$ cat src/rtl/gen2_cmd_parser.sv
// gen2_cmd_parser: decodes Gen2 reader commands (opcode, fixed, EBV, length, payload, handle, CRC fields) from a demodulated bit stream.
// Latency: field state advances on the edge sampling a field's last bit; o_cmdok_dec / o_err_dec pulse in the following cycle.
// Backpressure: none, every i_valid_dem bit is consumed or ignored. Define GEN2_CMD_CRC_CHECK_EN to enable CRC-5/CRC-16 residue checking.
module gen2_cmd_parser #(
    parameter int HANDLE_W   = 16,
    parameter int EBV_BLOCKS = 3,
    parameter int LEN_W      = 12
) (
    input  logic                    clk,
    input  logic                    rst,
    input  logic                    i_newcmd_dem,
    input  logic                    i_valid_dem,
    input  logic                    i_data_dem,
    input  logic                    i_preamble_dem,
    input  logic                    i_clear_cu,
    output logic [3:0]              o_cmd_id_dec,
    output logic [2:0]              o_field_id_dec,
    output logic                    o_field_shift_dec,
    output logic [7*EBV_BLOCKS-1:0] o_ebv_dec,
    output logic [HANDLE_W-1:0]     o_handle_dec,
    output logic [LEN_W-1:0]        o_len_dec,
    output logic                    o_cmdok_dec,
    output logic                    o_err_dec,
    output logic                    o_busy_dec
);
    localparam int EBV_W = 7 * EBV_BLOCKS;
    localparam int HW_B  = $clog2(HANDLE_W + 1);
    localparam int CW0   = (LEN_W > HW_B) ? LEN_W : HW_B;
    localparam int CNT_W = (CW0 > 5) ? CW0 : 5;
    localparam int BLK_W = $clog2(EBV_BLOCKS + 1);

    localparam logic [3:0] CMD_NONE  = 4'd0, CMD_QREP = 4'd1, CMD_ACK   = 4'd2,
                           CMD_QUERY = 4'd3, CMD_QADJ = 4'd4, CMD_NAK   = 4'd5,
                           CMD_REQRN = 4'd6, CMD_READ = 4'd7, CMD_WRITE = 4'd8,
                           CMD_AUTH  = 4'd9;

    typedef enum logic [3:0] {
        IDLE, OPCODE, FIXED, EBV, LENGTH, PAYLOAD, HANDLE, CRC, DONE, ERROR
    } state_t;

    state_t             state, state_nxt;
    logic [CNT_W-1:0]   cnt, field_len;
    logic [BLK_W-1:0]   blk;
    logic               ebv_ext, fixed_second, pre_seen;
    logic [6:0]         op_sr;
    logic [7:0]         op_nxt;
    logic [3:0]         cmd_id, cmd_hit;
    logic [EBV_W-1:0]   ebv_q;
    logic [HANDLE_W-1:0] handle_q;
    logic [LEN_W-1:0]   len_q, len_nxt;
    logic               in_field, consume, field_last, ebv_roll, crc_ok;
    logic [2:0]         field_id;

    assign op_nxt  = {op_sr, i_data_dem};
    assign len_nxt = {len_q[LEN_W-2:0], i_data_dem};

`ifdef GEN2_CMD_CRC_CHECK_EN
    logic [4:0]  crc5_q, crc5_nxt;
    logic [15:0] crc16_q, crc16_nxt;

    // Bit-serial CRC-5 (x^5+x^3+1) and CRC-16 (0x1021) next values for the incoming bit.
    always_comb begin
        crc5_nxt  = {crc5_q[3:0], 1'b0} ^ ((crc5_q[4] ^ i_data_dem) ? 5'b01001 : 5'b00000);
        crc16_nxt = {crc16_q[14:0], 1'b0} ^ ((crc16_q[15] ^ i_data_dem) ? 16'h1021 : 16'h0000);
    end

    // Both CRCs run over every consumed frame bit; preset at frame start or abort.
    always_ff @(posedge clk or posedge rst) begin
        if (rst) begin
            crc5_q  <= 5'b01001;
            crc16_q <= 16'hFFFF;
        end else if (i_clear_cu || i_newcmd_dem) begin
            crc5_q  <= 5'b01001;
            crc16_q <= 16'hFFFF;
        end else if (consume) begin
            crc5_q  <= crc5_nxt;
            crc16_q <= crc16_nxt;
        end
    end

    // Residue evaluated including the final CRC bit; Query uses CRC-5.
    assign crc_ok = (cmd_id == CMD_QUERY) ? (crc5_nxt == 5'b00000) : (crc16_nxt == 16'h1D0F);
`else
    assign crc_ok = 1'b1;
`endif

    // State register.
    always_ff @(posedge clk or posedge rst) begin
        if (rst) state <= IDLE;
        else     state <= state_nxt;
    end

    // Field length per state, opcode matching and next-state selection.
    always_comb begin
        state_nxt = state;
        in_field  = 1'b0;
        field_id  = 3'd0;
        field_len = '0;
        cmd_hit   = CMD_NONE;
        ebv_roll  = 1'b0;
        case (state)
            OPCODE:  begin in_field = 1'b1; field_id = 3'd0; field_len = CNT_W'(8); end
            FIXED: begin
                in_field = 1'b1;
                field_id = 3'd1;
                case (cmd_id)
                    CMD_QREP:  field_len = CNT_W'(2);
                    CMD_QUERY: field_len = CNT_W'(13);
                    CMD_QADJ:  field_len = CNT_W'(5);
                    CMD_READ:  field_len = fixed_second ? CNT_W'(8) : CNT_W'(2);
                    CMD_WRITE: field_len = fixed_second ? CNT_W'(16) : CNT_W'(2);
                    CMD_AUTH:  field_len = CNT_W'(12);
                    default:   field_len = CNT_W'(1);
                endcase
            end
            EBV:     begin in_field = 1'b1; field_id = 3'd2; field_len = CNT_W'(8); end
            LENGTH:  begin in_field = 1'b1; field_id = 3'd3; field_len = CNT_W'(LEN_W); end
            PAYLOAD: begin in_field = 1'b1; field_id = 3'd4; field_len = CNT_W'(len_q); end
            HANDLE:  begin in_field = 1'b1; field_id = 3'd5; field_len = CNT_W'(HANDLE_W); end
            CRC: begin
                in_field  = 1'b1;
                field_id  = 3'd6;
                field_len = (cmd_id == CMD_QUERY) ? CNT_W'(5) : CNT_W'(16);
            end
            default: ;
        endcase

        consume    = i_valid_dem & in_field & ~i_newcmd_dem & ~i_clear_cu;
        field_last = consume & (cnt == field_len - CNT_W'(1));

        case (state)
            OPCODE: if (consume) begin
                // Prefix code: 2-bit codes start with 0, 4-bit with 10, 8-bit with 11.
                if (cnt == CNT_W'(1)) begin
                    if (op_nxt[1:0] == 2'b00)      cmd_hit = CMD_QREP;
                    else if (op_nxt[1:0] == 2'b01) cmd_hit = CMD_ACK;
                end else if (cnt == CNT_W'(3)) begin
                    if (op_nxt[3:0] == 4'b1000 && (pre_seen || i_preamble_dem)) cmd_hit = CMD_QUERY;
                    else if (op_nxt[3:0] == 4'b1001)                            cmd_hit = CMD_QADJ;
                end else if (cnt >= CNT_W'(7)) begin
                    case (op_nxt)
                        8'hC0:   cmd_hit = CMD_NAK;
                        8'hC1:   cmd_hit = CMD_REQRN;
                        8'hC2:   cmd_hit = CMD_READ;
                        8'hC3:   cmd_hit = CMD_WRITE;
                        8'hD5:   cmd_hit = CMD_AUTH;
                        default: cmd_hit = CMD_NONE;
                    endcase
                end
                case (cmd_hit)
                    CMD_NONE:           if (cnt >= CNT_W'(7)) state_nxt = ERROR;
                    CMD_ACK, CMD_REQRN: state_nxt = HANDLE;
                    CMD_NAK:            state_nxt = DONE;
                    default:            state_nxt = FIXED;
                endcase
            end
            FIXED: if (field_last) begin
                case (cmd_id)
                    CMD_QREP, CMD_QADJ:  state_nxt = DONE;
                    CMD_QUERY:           state_nxt = CRC;
                    CMD_READ, CMD_WRITE: state_nxt = fixed_second ? HANDLE : EBV;
                    CMD_AUTH:            state_nxt = LENGTH;
                    default:             state_nxt = ERROR;
                endcase
            end
            EBV: if (consume) begin
                // Extension bit set in the last permitted block means the value is too long.
                if (cnt == '0 && i_data_dem && blk == BLK_W'(EBV_BLOCKS - 1)) state_nxt = ERROR;
                else if (cnt == CNT_W'(7)) begin
                    if (!ebv_ext) state_nxt = FIXED;
                    else          ebv_roll  = 1'b1;
                end
            end
            LENGTH:  if (field_last) state_nxt = (len_nxt == '0) ? HANDLE : PAYLOAD;
            PAYLOAD: if (field_last) state_nxt = HANDLE;
            HANDLE:  if (field_last) state_nxt = (cmd_id == CMD_ACK) ? DONE : CRC;
            CRC:     if (field_last) state_nxt = crc_ok ? DONE : ERROR;
            DONE, ERROR: state_nxt = IDLE;
            default: ;
        endcase

        if (i_newcmd_dem) state_nxt = OPCODE;
        if (i_clear_cu)   state_nxt = IDLE;
    end

    // Field counters and captured field values.
    always_ff @(posedge clk or posedge rst) begin
        if (rst) begin
            cnt          <= '0;
            blk          <= '0;
            ebv_ext      <= 1'b0;
            fixed_second <= 1'b0;
            pre_seen     <= 1'b0;
            op_sr        <= '0;
            cmd_id       <= CMD_NONE;
            ebv_q        <= '0;
            handle_q     <= '0;
            len_q        <= '0;
        end else if (i_clear_cu) begin
            cmd_id <= CMD_NONE;
            cnt    <= '0;
        end else if (i_newcmd_dem) begin
            cnt          <= '0;
            blk          <= '0;
            ebv_ext      <= 1'b0;
            fixed_second <= 1'b0;
            pre_seen     <= i_preamble_dem;
            op_sr        <= '0;
            cmd_id       <= CMD_NONE;
            ebv_q        <= '0;
            handle_q     <= '0;
            len_q        <= '0;
        end else begin
            if (state == OPCODE && i_preamble_dem) pre_seen <= 1'b1;
            if (consume) begin
                if (state_nxt != state || ebv_roll) cnt <= '0;
                else if (cnt != '1)                 cnt <= cnt + CNT_W'(1);
                case (state)
                    OPCODE: begin
                        op_sr <= op_nxt[6:0];
                        if (cmd_hit != CMD_NONE) cmd_id <= cmd_hit;
                    end
                    EBV: begin
                        if (cnt == '0) ebv_ext <= i_data_dem;
                        else           ebv_q   <= {ebv_q[EBV_W-2:0], i_data_dem};
                        if (ebv_roll)           blk          <= blk + BLK_W'(1);
                        if (state_nxt == FIXED) fixed_second <= 1'b1;
                    end
                    LENGTH: len_q    <= len_nxt;
                    HANDLE: handle_q <= {handle_q[HANDLE_W-2:0], i_data_dem};
                    default: ;
                endcase
            end
        end
    end

    assign o_cmd_id_dec      = cmd_id;
    assign o_field_id_dec    = field_id;
    assign o_field_shift_dec = consume;
    assign o_ebv_dec         = ebv_q;
    assign o_handle_dec      = handle_q;
    assign o_len_dec         = len_q;
    assign o_cmdok_dec       = (state == DONE) & ~i_clear_cu;
    assign o_err_dec         = (state == ERROR) & ~i_clear_cu;
    assign o_busy_dec        = (state != IDLE);
endmodule

$ cat config.mk
export PLATFORM = sky130hd
export DESIGN_NAME = gen2_cmd_parser
export DESIGN_NICKNAME = d
export VERILOG_FILES = /design/src/rtl/gen2_cmd_parser.sv
export SDC_FILE = /design/constraint.sdc
export NUM_CORES = 1
export LEC_CHECK = 0
export ABC_AREA = 1
export ABC_CLOCK_PERIOD_IN_PS = 4300
export CORE_MARGIN = 1
export CORE_UTILIZATION = 57
export CTS_CLUSTER_SIZE = 16
export DETAILED_ROUTE_END_ITERATION = 7
export PLACE_DENSITY = 0.81
export SKIP_LAST_GASP = 1
export SYNTH_ARGS = -nofsm -noshare
export SYNTH_HDL_FRONTEND = slang
export SYNTH_SLANG_ARGS = --single-unit
$ cat constraint.sdc
create_clock -name clk -period 4.3 [get_ports clk]
set_input_delay 1.29 -clock clk [delete_from_list [all_inputs] [get_ports clk]]
set_output_delay 1.29 -clock clk [all_outputs]
set_load 0.005 [all_outputs]
==> results.sh <==
export IMPL_ant_nets=0
export IMPL_synth_top_area_share=0.370
export IMPL_numCtsBuffers=9
export IMPL_ctsRootBufferMaster="clkbuf_8"
export IMPL_slew_limit_headroom=0.432
export IMPL_max_cap_violations=0
export IMPL_setup_tns_ns=0
export IMPL_synth_edf_count=0
export IMPL_routedWlPerCell_um=16.4
export IMPL_fmax_mhz=245
export IMPL_synthArstFlopShare=1.00
export IMPL_cp_max_fo=3
export IMPL_drt_iter0_markers=517
export IMPL_firstDrtPassIters=5
export IMPL_syn2layout_area_growth_pct=18.8
export IMPL_r2r_slack_ns=0.33
export IMPL_synth_nets=779
export IMPL_synth_most_common_cell="nand2_1"
export IMPL_worstMarginPinSlew_ns=0.852
export IMPL_syn_area_per_cell_um2=7.14
export IMPL_sw_frac_of_total=0.350
export IMPL_port_buffers=66
export IMPL_grt_antenna_before_repair=0
export IMPL_clock_latency_ns=0.36
export IMPL_grt_pass1_vias=5392
export IMPL_hold_class="reg2reg"
export IMPL_fin_crit_ns=4.08
export IMPL_worstHoldPathCells=1
export IMPL_rr_endpoint="cnt[6]"
export IMPL_start_util=0.590
export IMPL_cp_required_ns=3.01
export IMPL_reg2reg_from="state[1]"
export IMPL_fill_cells=804
export IMPL_syn_area_um2=5470
export IMPL_drive_gt1_frac=0.128
export IMPL_p_comb_frac=0.225
export IMPL_netlist_top_cells_count="nand2_1 (153), inv_1 (126), dfrtp_1 (81), nand3_1 (80), nor2_1 (67)"
export IMPL_path_cells="clkdlybuf4s50_1 -> nor2_1 -> inv_1 -> nor2_4 -> clkdlybuf4s50_1"
export IMPL_hold_slack_ns=0.504
export IMPL_crit_slowest_cell="clkdlybuf4s50_1"
export IMPL_synth_seq_area_share=0.370
export IMPL_setup_worst_path_end_class="primary output"
export IMPL_synth_area_leaders="dfrtp_1 (37%), nand2_1 (10%), inv_1 (8.6%)"
export IMPL_yosysWarnings=0
export IMPL_grt_usage=0.339
export IMPL_ys_types=39
export IMPL_core_um2=9280
export IMPL_clk_pin_slew_ns=0.09
export IMPL_final_max_slew_viol_count=0
export IMPL_peakVddDrop_mv=0.288
export IMPL_final_util=0.701
export IMPL_slowest_delay_ns=0.56
export IMPL_cp_start_kind="input pin"
export IMPL_status="finished clean"
export IMPL_final_area_um2=6500
export IMPL_vias_per_cell=5.66
export IMPL_htreeDepth=3
export IMPL_crit_top_cell="clkdlybuf4s50_1"
export IMPL_dpl_cell_area_um2=6280
export IMPL_grt_pass1_wl_mm=26.3
export IMPL_die_h_um=100
export IMPL_p_int_w=0.00113
export IMPL_hold_viol_final=0
export IMPL_hold_start="pre_seen"
export IMPL_cts_tree="built"
export IMPL_worst_setup_path_type="in2out"
export IMPL_power_switching_w=0.000608
export IMPL_gr_total_overflow=0
export IMPL_ff2ff_path_depth=28
export IMPL_fp_dieArea_um2=10000
export IMPL_route_detailed_drc=0
export IMPL_synth_flop_cell="dfrtp_1"
export IMPL_fin_crit_sh=0.949
export IMPL_seqPwrFrac=0.464
export IMPL_worstHoldEndpoint="pre_seen"
export IMPL_cts_hold_fix_buffers=0
export IMPL_antennaDiodeCount=0
export IMPL_grt_setup_unrepaired="false"
export IMPL_clkPwrFrac=0.311
export IMPL_cp_data_arrival_time_ns=2.79
export IMPL_cts_sinks=81
export IMPL_yosysTopAreaCell="dfrtp_1"
export IMPL_total_power_w=0.00174
export IMPL_dp_hpwl_mm=12.3
export IMPL_die_w_um=100
export IMPL_cts_buffer_depth=2
export IMPL_power_leakage_nw=3.06
export IMPL_setup_viol=0
export IMPL_io_pins=67
export IMPL_syn_inst=767
export IMPL_vias=5507
export IMPL_grt_max_degree=53
export IMPL_ys_ff_latch=81
export IMPL_skew_ns=0.0105
export IMPL_final_nets=851
export IMPL_gp_congestion=0.963
export IMPL_power_density_nw_per_um2=267
export IMPL_wirelength_mm=15.9
export IMPL_fp_row_count=35
-- state kept, by name, indices dropped and copies added, names as in the netlist --
| name | cells |
|---|---|
| pre_seen | 1 |
| cnt | 12 |
| state | 4 |
| o_cmd_id_dec | 4 |
| blk | 2 |
| o_ebv_dec | 21 |
| o_len_dec | 12 |
| fixed_second | 1 |
| ebv_ext | 1 |
| o_handle_dec | 16 |
| op_sr | 7 |
-- area by class of cell --
cell class / instances / area, um2 / share of cell area
inverters: 144 / 554 / 0.0852
repair buffers: 82 / 781 / 0.120
clock inverters: 7 / 62.6 / 0.00962
well taps: 129 / 161 / 0.0248
multi-input cells: 521 / 2790 / 0.429
flip-flops and latches: 81 / 2030 / 0.312
clock buffers: 9 / 124 / 0.0190
-- power groups by stage --
stage | clock [W] | combinational (W) | sequential [W]
global route | 0.000575 | 0.000432 | 0.000808
global placement | 0 | 0.000374 | 0.000818
CTS | 0.000542 | 0.000384 | 0.000804
floorplan | 0 | 0.000290 | 0.000807
detailed placement | 0 | 0.000383 | 0.000819
finish | 0.000539 | 0.000391 | 0.000806
-- logic make-up after synthesis --
group | share of synthesized area
compound gates | 0.119
xor+xnor | 0.0288
fa+ha+maj | 0.0114
buf+inv | 0.124
flops | 0.370
simple gates | 0.346
-- how the worst max path moves through the flow --
| stage | from | end | slack, ns | cells after the start |
|---|---|---|---|---|
| floorplan | i_newcmd_dem | cnt[10] | 0.68 | 22 |
| global placement | i_newcmd_dem | cnt[10] | 0.21 | 22 |
| detailed placement | i_newcmd_dem | cnt[6] | 0.10 | 22 |
| CTS | i_newcmd_dem | o_field_shift_dec | 0.22 | 5 |
| global route | i_data_dem | cnt[5] | 0.005 | 23 |
| finish | i_newcmd_dem | o_field_shift_dec | 0.22 | 5 |
-- worst max-delay path, delay by kind of cell --
kind / cells / cell delay [ns]
AND/OR/NAND/NOR: 2 / 0.35
buffers and inverters: 3 / 1.14
-- what timing repair did --
action                     CTS  global route
setup endpoints to repair    0            13
gates resized for setup      0            11
buffers inserted             0             1
-- layout by cell type (no fill, tap or decap), types with 13 or more instances in the layout --
cell type        synthesis  routed
xor2_1                  17      17
nor2_1                  67      63
nor2_4                  11      13
nor2_2                  11      13
clkdlybuf4s50_1          0      66
buf_4                    0      16
nand2_1                153     153
o21ai_0                 28      27
nand4_1                 26      26
inv_1                  126     125
o22ai_1                 50      50
dfrtp_1                 81      77
nand3_1                 80      80
-- metrics by stage --
| step | setup slack [ns] | cells |
|---|---|---|
| after floorplan | 0.676 | 767 |
| after global placement | 0.214 | 956 |
| after detailed placement | 0.102 | 956 |
| after CTS | 0.221 | 972 |
| after global routing | 0.00467 | 973 |
| final | 0.219 | 973 |
-- routing by layer --
layer | routed length (um) | part of all wire | GRT usage | up-vias
li1 | - | - | - | 2644
met1 | 6830 | 0.43 | 0.443 | 2631
met2 | 7640 | 0.48 | 0.562 | 199
met3 | 1100 | 0.069 | 0.0703 | 33
met4 | 376 | 0.024 | 0.117 | 0
met5 | 0 | 0 | 0 | -
(Power assumes the default switching activity.)
